`config.mk`:
```
export PLATFORM = sky130hd
export DESIGN_NAME = csync_field_analyzer
export DESIGN_NICKNAME = d
export VERILOG_FILES = /design/src/rtl/csync_pkg.sv /design/src/rtl/csync_deglitch.sv /design/src/rtl/csync_field_analyzer.sv
export SDC_FILE = /design/constraint.sdc
export NUM_CORES = 1
export LEC_CHECK = 0
export CAP_MARGIN = 0
export CELL_PAD_IN_SITES_DETAIL_PLACEMENT = 1
export CELL_PAD_IN_SITES_GLOBAL_PLACEMENT = 1
export CORE_AREA = 2 2 105 107
export CTS_BUF_LIST = sky130_fd_sc_hd__clkbuf_4
export DETAILED_ROUTE_END_ITERATION = 8
export DIE_AREA = 0 0 107 109
export PLACE_DENSITY = 0.64
export SLEW_MARGIN = 20
export SYNTH_ARGS = -nofsm -noshare
export SYNTH_HDL_FRONTEND = slang
export SYNTH_SLANG_ARGS = --single-unit
```
`constraint.sdc`:
```
create_clock -name clk_in -period 2.2 [get_ports clk_in]
set_input_delay 0.66 -clock clk_in [delete_from_list [all_inputs] [get_ports clk_in]]
set_output_delay 0.66 -clock clk_in [all_outputs]
set_load 0.005 [all_outputs]
```
`src/rtl/csync_pkg.sv`:
```
// rtl/csync_pkg.sv - shared timing helpers, pulse classes and default sync timing constants
package csync_pkg;

    typedef enum logic {
        PULSE_SHORT = 1'b0,
        PULSE_BROAD = 1'b1
    } pulse_class_t;

    // Nominal composite-sync timings in nanoseconds
    localparam int unsigned HSYNC_NS     = 4700;
    localparam int unsigned EQ_NS        = 2350;
    localparam int unsigned BROAD_NS     = 27300;
    localparam int unsigned PAL_LINE_NS  = 64000;
    localparam int unsigned NTSC_LINE_NS = 63500;

    function automatic int unsigned us_to_cyc(input longint unsigned clk_freq,
                                              input longint unsigned us);
        longint unsigned cyc;
        cyc = clk_freq * us / 64'd1_000_000;
        return cyc[31:0];
    endfunction

    function automatic int unsigned ns_to_cyc(input longint unsigned clk_freq,
                                              input longint unsigned ns);
        longint unsigned cyc;
        cyc = clk_freq * ns / 64'd1_000_000_000;
        return cyc[31:0];
    endfunction

endpackage

```
`src/rtl/csync_deglitch.sv`:
```
// rtl/csync_deglitch.sv - csync synchroniser, glitch filter and filtered edge strobes
// Ports:
//   clk_in   system clock
//   rst_n    synchronous active-low reset
//   csync_in raw asynchronous composite sync
//   level    filtered sync level (idle high)
//   fall     one-cycle strobe on a filtered falling edge
//   rise     one-cycle strobe on a filtered rising edge
module csync_deglitch #(
    parameter int unsigned GLITCH_CYC = 8
) (
    input  logic clk_in,
    input  logic rst_n,
    input  logic csync_in,
    output logic level,
    output logic fall,
    output logic rise
);

    localparam int CW = $clog2(GLITCH_CYC + 1);

    logic          sync1;
    logic          sync2;
    logic [CW-1:0] cnt;

    always_ff @(posedge clk_in) begin
        if (!rst_n) begin
            sync1 <= 1'b1;
            sync2 <= 1'b1;
            level <= 1'b1;
            cnt   <= '0;
            fall  <= 1'b0;
            rise  <= 1'b0;
        end else begin
            sync1 <= csync_in;
            sync2 <= sync1;
            fall  <= 1'b0;
            rise  <= 1'b0;
            // Any sample agreeing with the current level restarts the run
            if (sync2 == level) begin
                cnt <= '0;
            end else if (cnt == CW'(GLITCH_CYC - 1)) begin
                cnt   <= '0;
                level <= sync2;
                fall  <= level;
                rise  <= ~level;
            end else begin
                cnt <= cnt + 1'b1;
            end
        end
    end

endmodule

```
`src/rtl/csync_field_analyzer.sv`:
```
// rtl/csync_field_analyzer.sv - composite sync line/field counter with PAL/NTSC and loss detection
// Ports:
//   clk_in           system clock
//   rst_n            synchronous active-low reset
//   csync_in         raw composite sync, active-low pulses
//   line_count       lines since the last field boundary (saturating)
//   line_count_valid set from the first field boundary after reset/loss
//   frame_lines      line_count latched at the most recent boundary
//   frame_valid      frame_lines holds a complete field
//   field_strobe     one-cycle pulse per field boundary
//   std_pal          1 = PAL, 0 = NTSC (valid with frame_valid)
//   sync_lost        no filtered falling edge for LOSS_US
module csync_field_analyzer
    import csync_pkg::*;
#(
    parameter int unsigned CLK_FREQ      = 100_000_000,
    parameter int unsigned LINE_W        = 10,
    parameter int unsigned CNT_W         = 16,
    parameter int unsigned GLITCH_CYC    = 8,
    parameter int unsigned BROAD_MIN_US  = 20,
    parameter int unsigned LINE_MIN_US   = 48,
    parameter int unsigned BROAD_RUN     = 3,
    parameter int unsigned LOSS_US       = 200,
    parameter int unsigned PAL_MIN_LINES = 290
) (
    input  logic              clk_in,
    input  logic              rst_n,
    input  logic              csync_in,
    output logic [LINE_W-1:0] line_count,
    output logic              line_count_valid,
    output logic [LINE_W-1:0] frame_lines,
    output logic              frame_valid,
    output logic              field_strobe,
    output logic              std_pal,
    output logic              sync_lost
);

    localparam logic [CNT_W-1:0]  BROAD_MIN_C = CNT_W'(us_to_cyc(CLK_FREQ, BROAD_MIN_US));
    localparam logic [CNT_W-1:0]  LINE_MIN_C  = CNT_W'(us_to_cyc(CLK_FREQ, LINE_MIN_US));
    localparam int unsigned       LOSS_CYC    = us_to_cyc(CLK_FREQ, LOSS_US);
    localparam int                LOSS_W      = $clog2(LOSS_CYC + 1);
    localparam int                RUN_W       = $clog2(BROAD_RUN + 1);
    localparam logic [LINE_W-1:0] PAL_MIN_C   = LINE_W'(PAL_MIN_LINES);

    logic              level;
    logic              fall;
    logic              rise;
    logic [CNT_W-1:0]  width;
    logic [CNT_W-1:0]  period;
    logic [LOSS_W-1:0] loss_cnt;
    logic [RUN_W-1:0]  broad_cnt;
    logic              armed;
    logic              gate_open;

    pulse_class_t pclass;
    logic         line_evt;
    logic         boundary_evt;
    logic         loss_evt;

    csync_deglitch #(.GLITCH_CYC(GLITCH_CYC)) u_deglitch (
        .clk_in   (clk_in),
        .rst_n    (rst_n),
        .csync_in (csync_in),
        .level    (level),
        .fall     (fall),
        .rise     (rise)
    );

    always_comb begin
        pclass       = (width >= BROAD_MIN_C) ? PULSE_BROAD : PULSE_SHORT;
        // Half-line pulses arrive before the period timer reaches LINE_MIN
        line_evt     = rise && (pclass == PULSE_SHORT) && (gate_open || (period >= LINE_MIN_C));
        // Only the step into BROAD_RUN fires; longer broad runs saturate silently
        boundary_evt = rise && (pclass == PULSE_BROAD) && (broad_cnt == RUN_W'(BROAD_RUN - 1));
        loss_evt     = !sync_lost && !fall && (loss_cnt == LOSS_W'(LOSS_CYC - 1));
    end

    always_ff @(posedge clk_in) begin
        if (!rst_n) begin
            line_count       <= '0;
            line_count_valid <= 1'b0;
            frame_lines      <= '0;
            frame_valid      <= 1'b0;
            field_strobe     <= 1'b0;
            std_pal          <= 1'b0;
            sync_lost        <= 1'b0;
            width            <= '0;
            period           <= '0;
            loss_cnt         <= '0;
            broad_cnt        <= '0;
            armed            <= 1'b0;
            gate_open        <= 1'b1;
        end else begin
            field_strobe <= 1'b0;

            if (fall)
                width <= '0;
            else if (!level && (width != '1))
                width <= width + 1'b1;

            if (line_evt)
                period <= '0;
            else if (period != '1)
                period <= period + 1'b1;

            if (fall) begin
                loss_cnt  <= '0;
                sync_lost <= 1'b0;
            end else if (loss_evt) begin
                sync_lost <= 1'b1;
            end else if (!sync_lost) begin
                loss_cnt <= loss_cnt + 1'b1;
            end

            if (loss_evt) begin
                line_count       <= '0;
                line_count_valid <= 1'b0;
                frame_valid      <= 1'b0;
                armed            <= 1'b0;
                broad_cnt        <= '0;
                gate_open        <= 1'b1;
            end else if (rise) begin
                if (pclass == PULSE_SHORT) begin
                    broad_cnt <= '0;
                    if (line_evt) begin
                        if (line_count != '1)
                            line_count <= line_count + 1'b1;
                        gate_open <= 1'b0;
                    end
                end else begin
                    if (broad_cnt != RUN_W'(BROAD_RUN))
                        broad_cnt <= broad_cnt + 1'b1;
                    if (boundary_evt) begin
                        field_strobe     <= 1'b1;
                        line_count_valid <= 1'b1;
                        line_count       <= '0;
                        gate_open        <= 1'b1;
                        armed            <= 1'b1;
                        // The first boundary only marks where a full field starts
                        if (armed) begin
                            frame_lines <= line_count;
                            frame_valid <= 1'b1;
                            std_pal     <= (line_count >= PAL_MIN_C);
                        end
                    end
                end
            end
        end
    end

endmodule

```
==> results.yml, run 1 <==
cells_and_area:
  final_nets: 495
  nFillCells: 1267
  area_delta_synth_final_pct: 18.18
  drive_above_1_share: 0.1129
  final-seq-area_um2: 1695
  multi_input_area_um2: 2004
  fin_util: 0.4227
  antenna_cells: 0
worst_setup_path:
  critical_path_class: "flop to output pin"
  reg2reg_slack_ns: 0.15
  r2r_end: "std_pal$_SDFFE_PN0P_"
  crit_path_end_kind: "output pin"
  cp_max_fo: 5
  worstPathCellList: "buf_4 > clkdlybuf4s50_1"
  r2r-start: "loss_cnt[12]$_SDFFE_PP0P_"
  cpMaxStageDelayCell: "clkdlybuf4s50_1"
  max_stage_delay_ns: 0.49
  crit_required_ns: 1.54
  worstPathArrival_ns: 1.47
  reg2reg_depth: 5
  start_kind: "flop"
power:
  p_leak_nw: 1.613
  clockPowerShare: 0.381
  p_seq_frac: 0.591
  p_int_mw: 2.014
  power_density_nw_per_um2: 581.3
  swShare: 0.2270
  p_comb_frac: 0.028
  max-vdd-ir-drop_uv: 277.4
  netSwitchingPower_mw: 0.5915
timing:
  clock_skew_ns: 0.01115
  period_needed_ns: 2.126
  slew_headroom: 0.5805
  drv_slew: 0
  hold_violations: 0
  max_slew.worst_pin.slew_ns: 0.6292
  setup_viol: 0
  finalSetupTns_ns: 0
  finalCritPeriodShare: 0.9662
  rsz0062_at_grt: "no"
  fmax_mhz: 470.5
floorplanning:
  rows: 38
  fp.dieArea_um2: 11660
  core_um2: 10600
  initial_core_util: 0.3577
  die_h_um: 109
  num_io_pins: 28
  die-width_um: 107
route:
  wirelength_um: 8385
  num_vias: 3087
  drt_iter0_markers: 98
  drtAntennaViolNets: 0
  viasPerCell: 4.923
  drc: 0
  drt-wirelength-per-cell_um: 13.37
  drt_pass1_iterations: 4
clock_network:
  cts_tree: "done"
  clkSlewWorstSetupHoldPaths_ns: 0.13
  cts_buffers: 9
  htree_levels: 3
  cts.path.max_buffers: 2
  ctsRootBufferMaster: "clkbuf_4"
  clkLatencyLatePin_ns: 0.44
  cts_num_sinks: 84
min_path:
  hold_depth: 1
  hold_path_end: "u_deglitch.sync2$_SDFF_PN1_"
  worstHoldStart: "u_deglitch.sync1$_SDFF_PN1_"
  hold_path.class: "flop to flop"
job:
  drv_cap: 0
grt:
  grt_max_degree: 33
  use_met2: 0.2634
  top_usage_layer: "met2"
  grtUsageMet3: 0.04005
  met1_usage: 0.1948
  grt_util_all_layers: 0.1559
  overflow: 0
  grt_pass1_wl_um: 14480
  antenna_found_initial: 0
  first_global_vias: 3035
yosys:
  ys_seq_elements: 84
  yosysSeqAreaShare: 0.4434
  synth_warnings: 0
  synthFlopType: "dfxtp_1"
  syn_inst: 440
  syn_avg_cell_area_um2: 8.619
  async_reset_ff_frac: 0
  syn-num-nets: 453
  synth_edf_count: 0
  synthesis.area_um2: 3792
  synth.distinct_cells: 45
status:
  status: "completed"
placement:
  finalWeightedCongestion: 0.7618
  place_hpwl_um: 6220
  port_buffers: 27
-- synthesized netlist by cell type, drive strengths merged (5+ instances only) --
cell type | count | area [um2]
and3 | 11 | 73.82
clkbuf | 9 | 33.78
dfxtp | 84 | 1682
nand2b | 5 | 31.28
nand3 | 43 | 215.2
a21oi | 14 | 70.07
nor2 | 76 | 285.3
o21ai | 15 | 112.6
nand2 | 50 | 190.2
ha | 10 | 125.1
inv | 12 | 45.04
nor3 | 10 | 50.05
xnor2 | 19 | 166.4
nand4 | 6 | 37.54
xor2 | 30 | 262.8
-- worst max-delay path by stage --
stage / start / to / cells after the start
floorplan: loss_cnt[8]$_SDFFE_PP0P_ / loss_cnt[3]$_SDFFE_PP0P_ / 6
global placement: loss_cnt[8]$_SDFFE_PP0P_ / line_count[3]$_SDFFE_PP0P_ / 7
detailed placement: loss_cnt[8]$_SDFFE_PP0P_ / line_count[5]$_SDFFE_PP0P_ / 7
CTS: line_count[1]$_SDFFE_PP0P_ / line_count[1] / 2
global route: line_count[3]$_SDFFE_PP0P_ / line_count[3] / 1
finish: line_count[1]$_SDFFE_PP0P_ / line_count[1] / 2
-- routing by layer --
layer / wire length (um) / part of all wire / vias to the layer above
met2: 4042 / 0.48 / 26
met5: 0 / 0 / -
met3: 169 / 0.020 / 11
met1: 4062 / 0.48 / 1467
met4: 110 / 0.013 / 0
li1: - / - / 1583
-- power by group through the flow --
stage                     Sequential [mW]  Clock, mW  Combinational (mW)
final                                1.54      0.992              0.0724
after global placement               1.58          0              0.0707
after CTS                            1.54       1.05              0.0738
after detailed placement             1.58          0              0.0736
after global routing                 1.54       1.11              0.0852
after floorplan                      1.57          0              0.0454
-- layout by cell type, fill, tap and decap left out, types with 12 or more instances in the layout --
| master | count |
|---|---|
| nand3_1 | 43 |
| clkdlybuf4s50_1 | 27 |
| nand2_1 | 49 |
| xor2_1 | 30 |
| buf_4 | 15 |
| xnor2_1 | 19 |
| inv_1 | 12 |
| dfxtp_1 | 77 |
| nor2_1 | 76 |
| a21oi_1 | 14 |
-- cells by family (layout without fill, tap and decap cells) --
kind of cell             Yosys count  in the layout  synth area share
AND/OR/NAND/NOR                  223            223            0.2847
AO/OA/AOI/OAI                     46             46           0.08644
multiplexers                       4              4           0.01056
XOR/XNOR                          49             49            0.1132
buffers and inverters             24             71           0.02870
flip-flops                        84             84            0.4434
adder cells (fa/ha/maj)           10             10           0.03299
-- final cells by class --
cell class              instances  share of cell area
inverters                      12             0.01005
multi-input cells             332              0.4472
clock inverters                 7             0.02038
clock buffers                   9             0.01508
repair buffers                 43             0.08989
well taps                     140             0.03908
flip-flops and latches         84              0.3783
-- registers in the layout, summed over array words and instances, names as in the netlist, 2 cells and up --
| register | flops |
|---|---|
| loss_cnt | 15 |
| period | 16 |
| frame_lines | 10 |
| width | 16 |
| u_deglitch.cnt | 4 |
| broad_cnt | 2 |
| line_count | 10 |
-- per-stage QoR --
step / hold slack [ns] / instance area [um2] / setup slack (ns) / total power, mW / instances
after floorplan: 0.3863 / 3792 / 0.3132 / 1.620 / 440
after global placement: 0.4031 / 4299 / 0.1247 / 1.648 / 610
after detailed placement: 0.4073 / 4299 / 0.1195 / 1.651 / 610
after CTS: 0.4398 / 4466 / 0.002710 / 2.668 / 626
after global routing: 0.4623 / 4482 / 0.0008142 / 2.736 / 627
final: 0.4320 / 4482 / 0.07444 / 2.605 / 627
-- timing repair --
| action | 4_1_cts | 5_1_grt |
|---|---|---|
| gates cloned | 0 | 0 |
| hold endpoints to repair | 0 | 0 |
| endpoints found under the setup margin | 4 | 9 |
| resized for setup | 5 | 5 |
| setup buffers | 0 | 1 |
| hold buffers | 0 | 0 |
-- worst max-delay path: cells and delay by family, from the launching register on --
family   cells  cell delay [ns]
buf+inv      2             0.62
flops        1             0.39
No activity file was read; power rests on OpenSTA's default activity.
==> run 2, diff against run 1 <==
--- a/config.mk
+++ b/config.mk
@@ -5,7 +5,7 @@
 export SDC_FILE = /design/constraint.sdc
 export NUM_CORES = 1
 export LEC_CHECK = 0
-export CAP_MARGIN = 0
+export CAP_MARGIN = 20
 export CELL_PAD_IN_SITES_DETAIL_PLACEMENT = 1
 export CELL_PAD_IN_SITES_GLOBAL_PLACEMENT = 1
 export CORE_AREA = 2 2 105 107
==> results of run 2 <==
No change in the layout: final DEF, timing and power equal those of run 1.
==> run 3, diff against run 2 <==
--- a/config.mk
+++ b/config.mk
@@ -12,6 +12,7 @@
 export CTS_BUF_LIST = sky130_fd_sc_hd__clkbuf_4
 export DETAILED_ROUTE_END_ITERATION = 8
 export DIE_AREA = 0 0 107 109
+export GPL_TIMING_DRIVEN = 0
 export PLACE_DENSITY = 0.64
 export SLEW_MARGIN = 20
 export SYNTH_ARGS = -nofsm -noshare
==> run 3 against run 2 <==
Core utilization about the same. Final cell count unchanged. Power rose by 5.4%. Via count is 1.1% higher. Combinational power is 2% lower. Global-route usage grew 0.39 points. Critical path type is now flop to flop. Critical endpoint is now line_count[1]$_SDFFE_PP0P_. Largest cell class unchanged. Highest routed layer unchanged.
==> results.yml, run 3 (synthesized netlist as in run 1, its figures left out) <==
timing:
  setup_viol: 0
  slew_headroom: 0.4872
  clock_skew_ns: 0.01793
  rsz0062_at_grt: "yes"
  fmax_mhz: 473.2
  period_needed_ns: 2.113
  hold_violations: 0
  finalSetupTns_ns: 0
  max_slew.worst_pin.slew_ns: 0.7675
  finalCritPeriodShare: 0.9607
  drv_slew: 0
cells_and_area:
  fin_util: 0.4226
  top_regs: "period (16), width (16), loss_cnt (15)"
  final_nets: 495
  multi_input_area_um2: 2014
  design_area_um2: 4481
  final-seq-area_um2: 1692
  nFillCells: 1264
  drive_above_1_share: 0.1047
  area_delta_synth_final_pct: 18.15
  layout.cells.non_filler: 627
  antenna_cells: 0
  mostFrequentLayoutCells: "nor2_1, dfxtp_1, nand2_1"
route:
  viasPerCell: 4.978
  wirelength_um: 8670
  met3WireLength_um: 172
  drtAntennaViolNets: 0
  met2WireLength_um: 4071
  topRoutingLayerUsed: "met4"
  num_vias: 3121
  drt_iter0_markers: 128
  drc: 0
  routedLengthMet1_um: 4320
  drt_pass1_iterations: 4
  drt-wirelength-per-cell_um: 13.83
clock_network:
  ctsRootBufferMaster: "clkbuf_4"
  cts.path.max_buffers: 2
  cts_tree: "done"
  clkSlewWorstSetupHoldPaths_ns: 0.14
  cts_buffers: 9
  htree_levels: 3
  clkLatencyLatePin_ns: 0.43
  cts_num_sinks: 84
worst_setup_path:
  start_kind: "flop"
  crit_path_end_kind: "flop"
  reg2reg_slack_ns: 0.09
  critical_path_class: "flop to flop"
  crit_required_ns: 2.52
  worstPathArrival_ns: 2.44
  cp_max_fo: 10
grt:
  first_global_vias: 3144
  grt_pass1_wl_um: 14720
  grt_max_degree: 15
  overflow: 0
  antenna_found_initial: 0
  grt_util_all_layers: 0.1598
min_path:
  hold_path.class: "flop to flop"
job:
  drv_cap: 0
floorplanning:
  core_um2: 10600
  fp.dieArea_um2: 11660
  die_h_um: 109
  initial_core_util: 0.3577
  rows: 38
  die-width_um: 107
  num_io_pins: 28
placement:
  dp.cells: 607
  place_hpwl_um: 6308
  place_area_um2: 4238
  finalWeightedCongestion: 0.7533
  port_buffers: 27
power:
  p_leak_nw: 1.622
  max-vdd-ir-drop_uv: 287.3
  power.total_mw: 2.746
  power_density_nw_per_um2: 612.9
status:
  status: "completed"
-- run 3: cell count changes in the layout (fill, tap and decap cells not counted), sizes merged --
cell and delta:
bufinv +1, clkinvlp -2, buf -9, clkbuf +10
-- run 3: final cells by class --
cell class | instances | area share
Sequential cell | 84 | 0.3775
Buffer | 12 | 0.01480
Tap cell | 140 | 0.03910
Clock buffer | 10 | 0.01676
Clock inverter | 6 | 0.02513
Multi-Input combinational cell | 332 | 0.4496
Timing Repair Buffer | 31 | 0.06702
Inverter | 12 | 0.01005
-- run 3: worst max-delay path: stages, from the launching register on --
cell	delay [ns]
dfxtp_2	0.36
or4b_4	0.55
nor4_4	0.36
nand2b_1	0.18
nand2_2	0.16
or2_1	0.14
buf_4	0.18
o32ai_1	0.09
-- run 3: power breakdown --
| group | leakage, nW | total, mW | internal, mW | switching (mW) |
|---|---|---|---|---|
| registers | 0.682 | 1.54 | 1.53 | 0.0106 |
| clock network | 0.101 | 1.13 | 0.591 | 0.542 |
| logic | 0.839 | 0.0706 | 0.0242 | 0.0464 |
| total | 1.62 | 2.75 | 2.15 | 0.599 |
-- run 3: what timing repair did --
| action | 4_1_cts | 5_1_grt |
|---|---|---|
| buffers inserted | 0 | 4 |
| pin swaps | 0 | 2 |
| hold buffers | 0 | 0 |
| gates resized for setup | 2 | 12 |
| setup endpoints to repair | 2 | 39 |
| hold endpoints to repair | 0 | 0 |
-- run 3: layer usage --
| metal | track usage | vias up |
|---|---|---|
| li1 | - | 1581 |
| met1 | 0.2121 | 1509 |
| met2 | 0.2584 | 20 |
| met3 | 0.04124 | 11 |
| met4 | 0.04453 | 0 |
| met5 | 0 | - |
-- run 3: path summary, 6_finish.rpt --
check                           endpoint                        start  cells after the start
max           line_count[1]$_SDFFE_PP0P_     loss_cnt[5]$_SDFFE_PP0P_                      7
min          u_deglitch.sync2$_SDFF_PN1_  u_deglitch.sync1$_SDFF_PN1_                      1
max reg2reg   line_count[1]$_SDFFE_PP0P_     loss_cnt[5]$_SDFFE_PP0P_                      7
min reg2reg  u_deglitch.sync2$_SDFF_PN1_  u_deglitch.sync1$_SDFF_PN1_                      1
-- run 3: through the flow --
step                      setup WS [ns]  hold slack, ns
after floorplan                  0.3132          0.3863
after global placement          -0.4530          0.4314
after detailed placement        -0.4729          0.4097
after CTS                     0.0009579          0.4603
after global routing           -0.02668          0.4801
final                           0.08655          0.4430
